<file path="src/rtl/pipe_stage_reg_if.sv">
// ---------------------------------------------------------------------------
// pipe_stage_reg_if
//   Bundles the upstream and downstream sides of one inter-stage pipeline
//   register (valid/ready handshake plus the PC/instruction/data/exception/
//   branch-delay payload).
//
// Parameters:
//   DATA_LANES  number of 32-bit data lanes (1..8)
//   EXC_W       exception-code width
//
// Signals:
//   in_valid, in_ready                         upstream handshake
//   pc_i, instr_i, data_i, exc_i, bd_i         upstream payload
//   out_valid, out_ready                       downstream handshake
//   pc_o, instr_o, data_o, exc_o, bd_o         registered payload
//
// Modports:
//   slave   the pipeline register itself
//   master  the surrounding stages (drives upstream payload, consumes output)
// ---------------------------------------------------------------------------
interface pipe_stage_reg_if #(
    parameter int DATA_LANES = 3,
    parameter int EXC_W      = 5
);
    logic                       in_valid;
    logic                       in_ready;
    logic [31:0]                pc_i;
    logic [31:0]                instr_i;
    logic [32*DATA_LANES-1:0]   data_i;
    logic [EXC_W-1:0]           exc_i;
    logic                       bd_i;

    logic                       out_valid;
    logic                       out_ready;
    logic [31:0]                pc_o;
    logic [31:0]                instr_o;
    logic [32*DATA_LANES-1:0]   data_o;
    logic [EXC_W-1:0]           exc_o;
    logic                       bd_o;

    modport slave (
        input  in_valid, pc_i, instr_i, data_i, exc_i, bd_i, out_ready,
        output in_ready, out_valid, pc_o, instr_o, data_o, exc_o, bd_o
    );

    modport master (
        output in_valid, pc_i, instr_i, data_i, exc_i, bd_i, out_ready,
        input  in_ready, out_valid, pc_o, instr_o, data_o, exc_o, bd_o
    );
endinterface

</file>
<file path="src/rtl/pipe_stage_reg.sv">
// ---------------------------------------------------------------------------
// pipe_stage_reg
//   Inter-stage pipeline register for the five-stage MIPS core (D/E, E/M,
//   M/W). Holds PC, instruction, DATA_LANES 32-bit data lanes, exception code
//   and branch-delay flag behind a valid/ready handshake.
//
//   - req   : drop everything, present HANDLER_PC with a NOP payload.
//   - flush : drop everything, present pc_i with a NOP payload.
//   - When the entry is consumed with nothing to replace it, the payload
//     becomes a NOP and pc_o holds, so consumers ignoring out_valid see a NOP.
//   Priority: reset > req > flush > handshake.
//
// Configuration macro PIPE_STAGE_SKID_EN:
//   defined   : one-entry skid buffer, in_ready = ~skid_valid (registered,
//               no combinational path from out_ready).
//   undefined : single register, in_ready = ~out_valid | out_ready.
//
// Ports:
//   clk    clock, all state updates on posedge
//   reset  asynchronous, active-high
//   req    exception request (flush + load HANDLER_PC)
//   flush  bubble flush (eret, mispredict)
//   bus    pipe_stage_reg_if.slave, handshake and payload
// ---------------------------------------------------------------------------
module pipe_stage_reg #(
    parameter int          DATA_LANES = 3,
    parameter int          EXC_W      = 5,
    parameter logic [31:0] RESET_PC   = 32'h0000_3000,
    parameter logic [31:0] HANDLER_PC = 32'h0000_4180
) (
    input  logic              clk,
    input  logic              reset,
    input  logic              req,
    input  logic              flush,
    pipe_stage_reg_if.slave   bus
);

    typedef struct packed {
        logic [31:0]              pc;
        logic [31:0]              instr;
        logic [32*DATA_LANES-1:0] data;
        logic [EXC_W-1:0]         exc;
        logic                     bd;
    } entry_t;

    // NOP payload carrying a given PC.
    function automatic entry_t make_bubble(input logic [31:0] pc);
        entry_t e;
        e    = '0;
        e.pc = pc;
        return e;
    endfunction

    entry_t in_entry;
    entry_t main_q, main_d;
    logic   main_valid_q, main_valid_d;
    logic   in_ready;
    logic   accept;
    logic   consume;

    assign in_entry = '{pc:    bus.pc_i,
                        instr: bus.instr_i,
                        data:  bus.data_i,
                        exc:   bus.exc_i,
                        bd:    bus.bd_i};

    assign accept  = bus.in_valid & in_ready;
    assign consume = main_valid_q & bus.out_ready;

`ifdef PIPE_STAGE_SKID_EN
    entry_t skid_q, skid_d;
    logic   skid_valid_q, skid_valid_d;

    // Skid occupancy is a flop, so in_ready never sees out_ready directly.
    assign in_ready = ~skid_valid_q;

    always_comb begin
        // NOTE: every output of this block gets a default first so no path
        // leaves it unassigned, which would infer a latch.
        main_d       = main_q;
        main_valid_d = main_valid_q;
        skid_d       = skid_q;
        skid_valid_d = skid_valid_q;

        if (!main_valid_q) begin
            // Skid can only be occupied while main is full.
            if (accept) begin
                main_d       = in_entry;
                main_valid_d = 1'b1;
            end
        end else if (consume) begin
            if (skid_valid_q) begin
                main_d       = skid_q;
                skid_d       = '0;
                skid_valid_d = 1'b0;
            end else if (accept) begin
                main_d = in_entry;
            end else begin
                main_d       = make_bubble(main_q.pc);
                main_valid_d = 1'b0;
            end
        end else if (accept) begin
            skid_d       = in_entry;
            skid_valid_d = 1'b1;
        end

        if (req) begin
            main_d       = make_bubble(HANDLER_PC);
            main_valid_d = 1'b0;
            skid_d       = '0;
            skid_valid_d = 1'b0;
        end else if (flush) begin
            main_d       = make_bubble(bus.pc_i);
            main_valid_d = 1'b0;
            skid_d       = '0;
            skid_valid_d = 1'b0;
        end
    end

    always_ff @(posedge clk or posedge reset) begin
        if (reset) begin
            // NOTE: the skid payload is a single entry, so it is reset with
            // the rest rather than left uninitialised like a RAM.
            skid_q       <= '0;
            skid_valid_q <= 1'b0;
        end else begin
            skid_q       <= skid_d;
            skid_valid_q <= skid_valid_d;
        end
    end
`else
    // Ready whenever the register is empty or is being drained this cycle.
    assign in_ready = ~main_valid_q | bus.out_ready;

    always_comb begin
        main_d       = main_q;
        main_valid_d = main_valid_q;

        if (accept) begin
            main_d       = in_entry;
            main_valid_d = 1'b1;
        end else if (consume) begin
            main_d       = make_bubble(main_q.pc);
            main_valid_d = 1'b0;
        end

        if (req) begin
            main_d       = make_bubble(HANDLER_PC);
            main_valid_d = 1'b0;
        end else if (flush) begin
            main_d       = make_bubble(bus.pc_i);
            main_valid_d = 1'b0;
        end
    end
`endif

    always_ff @(posedge clk or posedge reset) begin
        if (reset) begin
            // NOTE: state registers use non-blocking assignments so every
            // flop samples pre-edge values regardless of statement order.
            main_q       <= make_bubble(RESET_PC);
            main_valid_q <= 1'b0;
        end else begin
            main_q       <= main_d;
            main_valid_q <= main_valid_d;
        end
    end

    assign bus.in_ready  = in_ready;
    assign bus.out_valid = main_valid_q;
    assign bus.pc_o      = main_q.pc;
    assign bus.instr_o   = main_q.instr;
    assign bus.data_o    = main_q.data;
    assign bus.exc_o     = main_q.exc;
    assign bus.bd_o      = main_q.bd;

endmodule

</file>
<file path="src/flat_wrapper.sv">
// flat-port wrapper written by rule: the top's interface ports become plain ports
module pipe_stage_reg_flat 
#(
    parameter int          DATA_LANES = 3,
    parameter int          EXC_W      = 5,
    parameter logic [31:0] RESET_PC   = 32'h0000_3000,
    parameter logic [31:0] HANDLER_PC = 32'h0000_4180
)
  (clk, reset, req, flush, bus_in_valid, bus_pc_i, bus_instr_i, bus_data_i, bus_exc_i, bus_bd_i, bus_out_ready, bus_in_ready, bus_out_valid, bus_pc_o, bus_instr_o, bus_data_o, bus_exc_o, bus_bd_o);
  pipe_stage_reg_if #(.DATA_LANES(DATA_LANES), .EXC_W(EXC_W)) bus_i ();
  input  logic clk;
  input  logic reset;
  input  logic req;
  input  logic flush;
  input wire logic [$bits(bus_i.in_valid)-1:0] bus_in_valid;
  input wire logic [$bits(bus_i.pc_i)-1:0] bus_pc_i;
  input wire logic [$bits(bus_i.instr_i)-1:0] bus_instr_i;
  input wire logic [$bits(bus_i.data_i)-1:0] bus_data_i;
  input wire logic [$bits(bus_i.exc_i)-1:0] bus_exc_i;
  input wire logic [$bits(bus_i.bd_i)-1:0] bus_bd_i;
  input wire logic [$bits(bus_i.out_ready)-1:0] bus_out_ready;
  output wire logic [$bits(bus_i.in_ready)-1:0] bus_in_ready;
  output wire logic [$bits(bus_i.out_valid)-1:0] bus_out_valid;
  output wire logic [$bits(bus_i.pc_o)-1:0] bus_pc_o;
  output wire logic [$bits(bus_i.instr_o)-1:0] bus_instr_o;
  output wire logic [$bits(bus_i.data_o)-1:0] bus_data_o;
  output wire logic [$bits(bus_i.exc_o)-1:0] bus_exc_o;
  output wire logic [$bits(bus_i.bd_o)-1:0] bus_bd_o;
  assign bus_i.in_valid = bus_in_valid;
  assign bus_i.pc_i = bus_pc_i;
  assign bus_i.instr_i = bus_instr_i;
  assign bus_i.data_i = bus_data_i;
  assign bus_i.exc_i = bus_exc_i;
  assign bus_i.bd_i = bus_bd_i;
  assign bus_i.out_ready = bus_out_ready;
  assign bus_in_ready = bus_i.in_ready;
  assign bus_out_valid = bus_i.out_valid;
  assign bus_pc_o = bus_i.pc_o;
  assign bus_instr_o = bus_i.instr_o;
  assign bus_data_o = bus_i.data_o;
  assign bus_exc_o = bus_i.exc_o;
  assign bus_bd_o = bus_i.bd_o;
  pipe_stage_reg #(.DATA_LANES(DATA_LANES), .EXC_W(EXC_W), .RESET_PC(RESET_PC), .HANDLER_PC(HANDLER_PC)) u_core (.clk(clk), .reset(reset), .req(req), .flush(flush), .bus(bus_i));
endmodule
</file>
<file path="config.mk">
export PLATFORM = sky130hd
export DESIGN_NAME = pipe_stage_reg_flat
export DESIGN_NICKNAME = d
export VERILOG_FILES = /design/src/rtl/pipe_stage_reg_if.sv /design/src/rtl/pipe_stage_reg.sv /design/src/flat_wrapper.sv
export SDC_FILE = /design/constraint.sdc
export NUM_CORES = 1
export LEC_CHECK = 0
export CAP_MARGIN = 20
export CORE_AREA = 2 2 134 136
export DETAILED_ROUTE_END_ITERATION = 10
export DIE_AREA = 0 0 136 138
export DONT_BUFFER_PORTS = 1
export PLACE_DENSITY = 0.53
export SETUP_SLACK_MARGIN = 0.02
export SYNTH_ARGS = -nofsm -noshare
export SYNTH_HDL_FRONTEND = slang
export SYNTH_SLANG_ARGS = --single-unit
</file>
<file path="constraint.sdc">
create_clock -name clk -period 5.55 [get_ports clk]
set_input_delay 0.555 -clock clk [delete_from_list [all_inputs] [get_ports clk]]
set_output_delay 0.555 -clock clk [all_outputs]
set_load 0.1 [all_outputs]
</file>
# Word level (Yosys, flattened, before mapping)
# Index checks and enable logic that the tools add are counted.
# op_classes
n_mux,8
reduce_logical,2
bitwise,4
# op_table
op,count
166-bit two-way mux,3
134-bit two-way mux,1
1-bit two-way mux,4
4-bit nonzero test,1
3-bit nonzero test,1
1-bit bitwise AND,2
1-bit inverter,1
1-bit bitwise OR,1
# word_totals
inputBits,172
out_inout_bits,168
wordCells,20
reg_bits,167

# Logic depth before layout (Yosys ltp)
# logic_depth
depth_word,6
depth_mapped,7
depth_no_buf,4

# Worst setup path after synthesis
# Ideal clock, no wire load.
# synth_path
path_kind,reg2reg
from,"reg u_core.main_valid_q, in the netlist u_core.bus.out_valid"
to,"reg u_core.main_q, in the netlist u_core.bus.data_o[10]"
required_time_ns,5.428
slack_ns,3.137
t_arrival_ns,2.291
path_buffers,3
period_less_slack_ns,2.413
setup_time_ns,0.122
path_stages_with_launch,8
path_cell_list,dfrtp_1 nor2b_4 inv_2 and3_1 buf_2 buf_6 buf_6 a22o_1
# synth_between
elab_chain_len,6
elab_cells_between_ends,8
cone_classes,3 x mux; 4 x bitwise; 1 x reduce/logical
# synth_rtl
item,line,text
"start, declared",pipe_stage_reg.sv:56,"logic main_valid_q, main_valid_d;"
"start signal, assigned",pipe_stage_reg.sv:165,main_valid_q <= main_valid_d;
1-bit inverter (*),pipe_stage_reg.sv:133,assign in_ready = ~main_valid_q | bus.out_ready;
1-bit bitwise OR (*),pipe_stage_reg.sv:133,
via bus_in_ready,flat_wrapper.sv:22,output wire logic [$bits(bus_i.in_ready)-1:0] bus_in_ready;
1-bit bitwise AND (*),pipe_stage_reg.sv:67,assign accept = bus.in_valid & in_ready;
166-bit two-way mux,pipe_stage_reg.sv:139,if (accept) begin
166-bit two-way mux,pipe_stage_reg.sv:150,end else if (flush) begin
166-bit two-way mux,pipe_stage_reg.sv:147,if (req) begin
"end signal, assigned",pipe_stage_reg.sv:161,main_q <= make_bubble(RESET_PC);
"end signal, assigned",pipe_stage_reg.sv:164,main_q <= main_d;
"end, declared",pipe_stage_reg.sv:55,"entry_t main_q, main_d;"
# The timed path passes the listed nets; every way through them passes the cells marked *. The select of a mux whose other input is x is not followed.
# A chain may end at the register's enable or synchronous reset.

# Final worst setup path
# layout_path
from,"reg u_core.main_valid_q, in the netlist u_core.bus.out_valid"
to,"reg u_core.main_q, in the netlist u_core.bus.data_o[27]"
# The elaborated chain is that of the path after synthesis.

==> impl_metrics.tcl <==
set metrics [dict create \
    nNetsFinal 554 \
    routedWlPerCell_um 23.92 \
    routed_via_density 5.535 \
    skew_ns 0.009587 \
    cts_tree "yes" \
    comb_power_share 0.038 \
    cp.buffers_inverters 2 \
    worst_path_dominant_cell_family "simple AND/OR/NAND/NOR gates" \
    outcome "finished, final reports clean" \
    cts_resized 0 \
    post-route-drc-count 0 \
    final_cell_mix "dfrtp_1, a22o_1, clkbuf_16" \
    antenna_left 0 \
    max_stage_delay_ns 0.91 \
    hold_path.class "in2reg" \
    startpoint_type "flip-flop" \
    grt_pass1_wl_um 21920 \
    crit_start "u_core.bus.out_valid" \
    p_int_mw 2.010 \
    setup-violations-final 0 \
    die_h_um 138 \
    ys_seq_area_frac 0.6961 \
    power.density_nw_per_um2 440.2 \
    postSynthCellCount 392 \
    r2r_start "u_core.bus.out_valid" \
    dieArea_um2 18770 \
    cts_setup_buffers 0 \
    seq_power_share 0.558 \
    setup-tns-final_ns 0 \
    switchingPower_uw 967.5 \
    place.gp.congestion 0.7625 \
    p_sw_frac 0.3250 \
    antenna_found_initial 0 \
    dr_total_vias 3454 \
    gr-total-overflow 0 \
    place.port_buffers 0 \
    root_buffer "clkbuf_16" \
    die_w_um 136 \
    grt_use_total 0.1534 \
    power_leakage_nw 3.259 \
    maxSlewHeadroom 0.2679 \
    dr.pass1.iters 4 \
    period_share 0.5883 \
    ys_warn_count 0 \
    cp_max_fo 90 \
    cts_hold_buf 1 \
    p_total_mw 2.977 \
    clock_latency_ns 0.41 \
    critical_path_class "reg2reg" \
    ir_worst_vdd_uv 204.5 \
    fin_crit_ns 3.265 \
    wl_um 14920 \
    cts.htree.levels 4 \
    grt_pass1_vias 3646 \
    core_area_um2 17530 \
    n_antenna_cell 0 \
    initial_core_util 0.3426 \
    maxCapViolCount 0 \
    rsz0062_at_grt "no" \
    worstMarginPinSlew_ns 1.098 \
    cts.sinks 167 \
    num_rows 49 \
    worst_path_max_delay_cell "and3_4" \
    slew_violations 0 \
    path_clk_slew_ns 0.07 \
    layout_commonest_cell "dfrtp_1" \
    drive_gt1_frac 0.1165 \
    syn_to_final_growth_pct 12.60 \
    path_cells "nor2b_4 -> inv_2 -> and3_4 -> buf_4 -> a22o_1" \
    cts_buffers 17 \
    min-delay-start "bus_instr_i[9]" \
    final_hold_viol_count 0 \
    ys_types 17 \
    required_ns 5.90 \
    hpwl_um 10320 \
    drtIter0Drc 164 \
    arrival_ns 3.61 \
    avgSynthCellArea_um2 15.32 \
    synth.cell_area_um2 6007 \
    syn-num-nets 564 \
    ios 340 \
    end_kind "flip-flop" \
    clock_path_buffers 2 \
    pwr-share-clk 0.403 \
    max_freq_ghz 0.3063 \
    grt_max_degree 91 \
    synth-seq-cells 167 \
]
flip-flops by register name, indices dropped and copies added, names as in the netlist:
signal and count:
u_core.bus.bd_o 1, u_core.bus.exc_o 5, u_core.bus.pc_o 32, u_core.bus.data_o 96, u_core.bus.instr_o 32, u_core.bus.out_valid 1
worst reg2reg max path, delay by kind of cell, from the launching register on:
kind / cells / cell delay, ns
flops: 1 / 0.75
compound gates: 1 / 0.22
simple gates: 2 / 1.23
buf+inv: 2 / 0.99
routing by layer:
metal / share of wire / vias to the layer above / GRT usage
li1: - / 1472 / -
met4: 0.023 / 0 / 0.06414
met5: 0 / - / 0
met3: 0.13 / 20 / 0.07627
met2: 0.49 / 236 / 0.2481
met1: 0.35 / 1726 / 0.1711
cell type report:
cell class,instances,area [µm²]
clock buffer,21,470.5
clock inverter,11,136.4
fill,1663,10770
inverter,6,27.53
multi-input combinational,183,1587
sequential,167,4182
tap,229,286.5
timing repair buffer,7,75.07
path summary, 6_finish.rpt:
check,to,slack (ns),cells after the start
max reg2reg,u_core.bus.data_o[27],2.29,5
min in group asynchronous,u_core.bus.data_o[74],0.52,2
max in group asynchronous,u_core.bus.data_o[85],3.88,3
min reg2reg,u_core.bus.pc_o[13],0.82,1
min,u_core.bus.instr_o[9],0.27,1
max,u_core.bus.data_o[27],2.29,5
synthesized netlist by cell type:
cell type | number | area (µm²)
dfrtp_1 | 165 | 4129
and3_1 | 1 | 6.260
o22ai_2 | 1 | 12.51
nor2b_4 | 1 | 13.76
nand2b_1 | 5 | 31.28
buf_2 | 27 | 135.1
inv_1 | 5 | 18.77
a21boi_1 | 1 | 7.510
inv_2 | 1 | 3.750
nor2_1 | 5 | 18.77
buf_6 | 8 | 90.09
dfstp_2 | 2 | 52.55
a22o_1 | 161 | 1410
a21oi_1 | 1 | 5.000
o21a_1 | 2 | 15.01
buf_4 | 1 | 7.510
mux2i_1 | 5 | 50.05
through the flow:
step / cell area (µm²) / hold WS [ns] / worst slack [ns] / util / std cells
final: 6764 / 0.2684 / 2.285 / 0.3858 / 624
after global routing: 6764 / 0.2402 / 2.106 / 0.3858 / 624
after CTS: 6736 / 0.2393 / 2.268 / 0.3842 / 623
after detailed placement: 6120 / 0.3102 / 2.298 / 0.3490 / 590
after global placement: 6120 / 0.3054 / 2.402 / 0.3490 / 590
after floorplan: 6007 / 0.6857 / 0.4799 / - / 392
power groups by stage:
stage	registers (mW)	logic, mW	clock network [mW]
finish	1.66	0.115	1.20
global route	1.67	0.130	1.30
global placement	1.69	0.108	0
CTS	1.66	0.116	1.24
floorplan	1.67	0.0999	0
detailed placement	1.68	0.116	0
cells by family after synthesis:
group                  synth area share
AOI/OAI and AO/OA                0.2414
buffers and inverters           0.04249
DFF                              0.6961
muxes                          0.008332
and+or+nand+nor                 0.01166
Power figures use the tool's default switching activity.
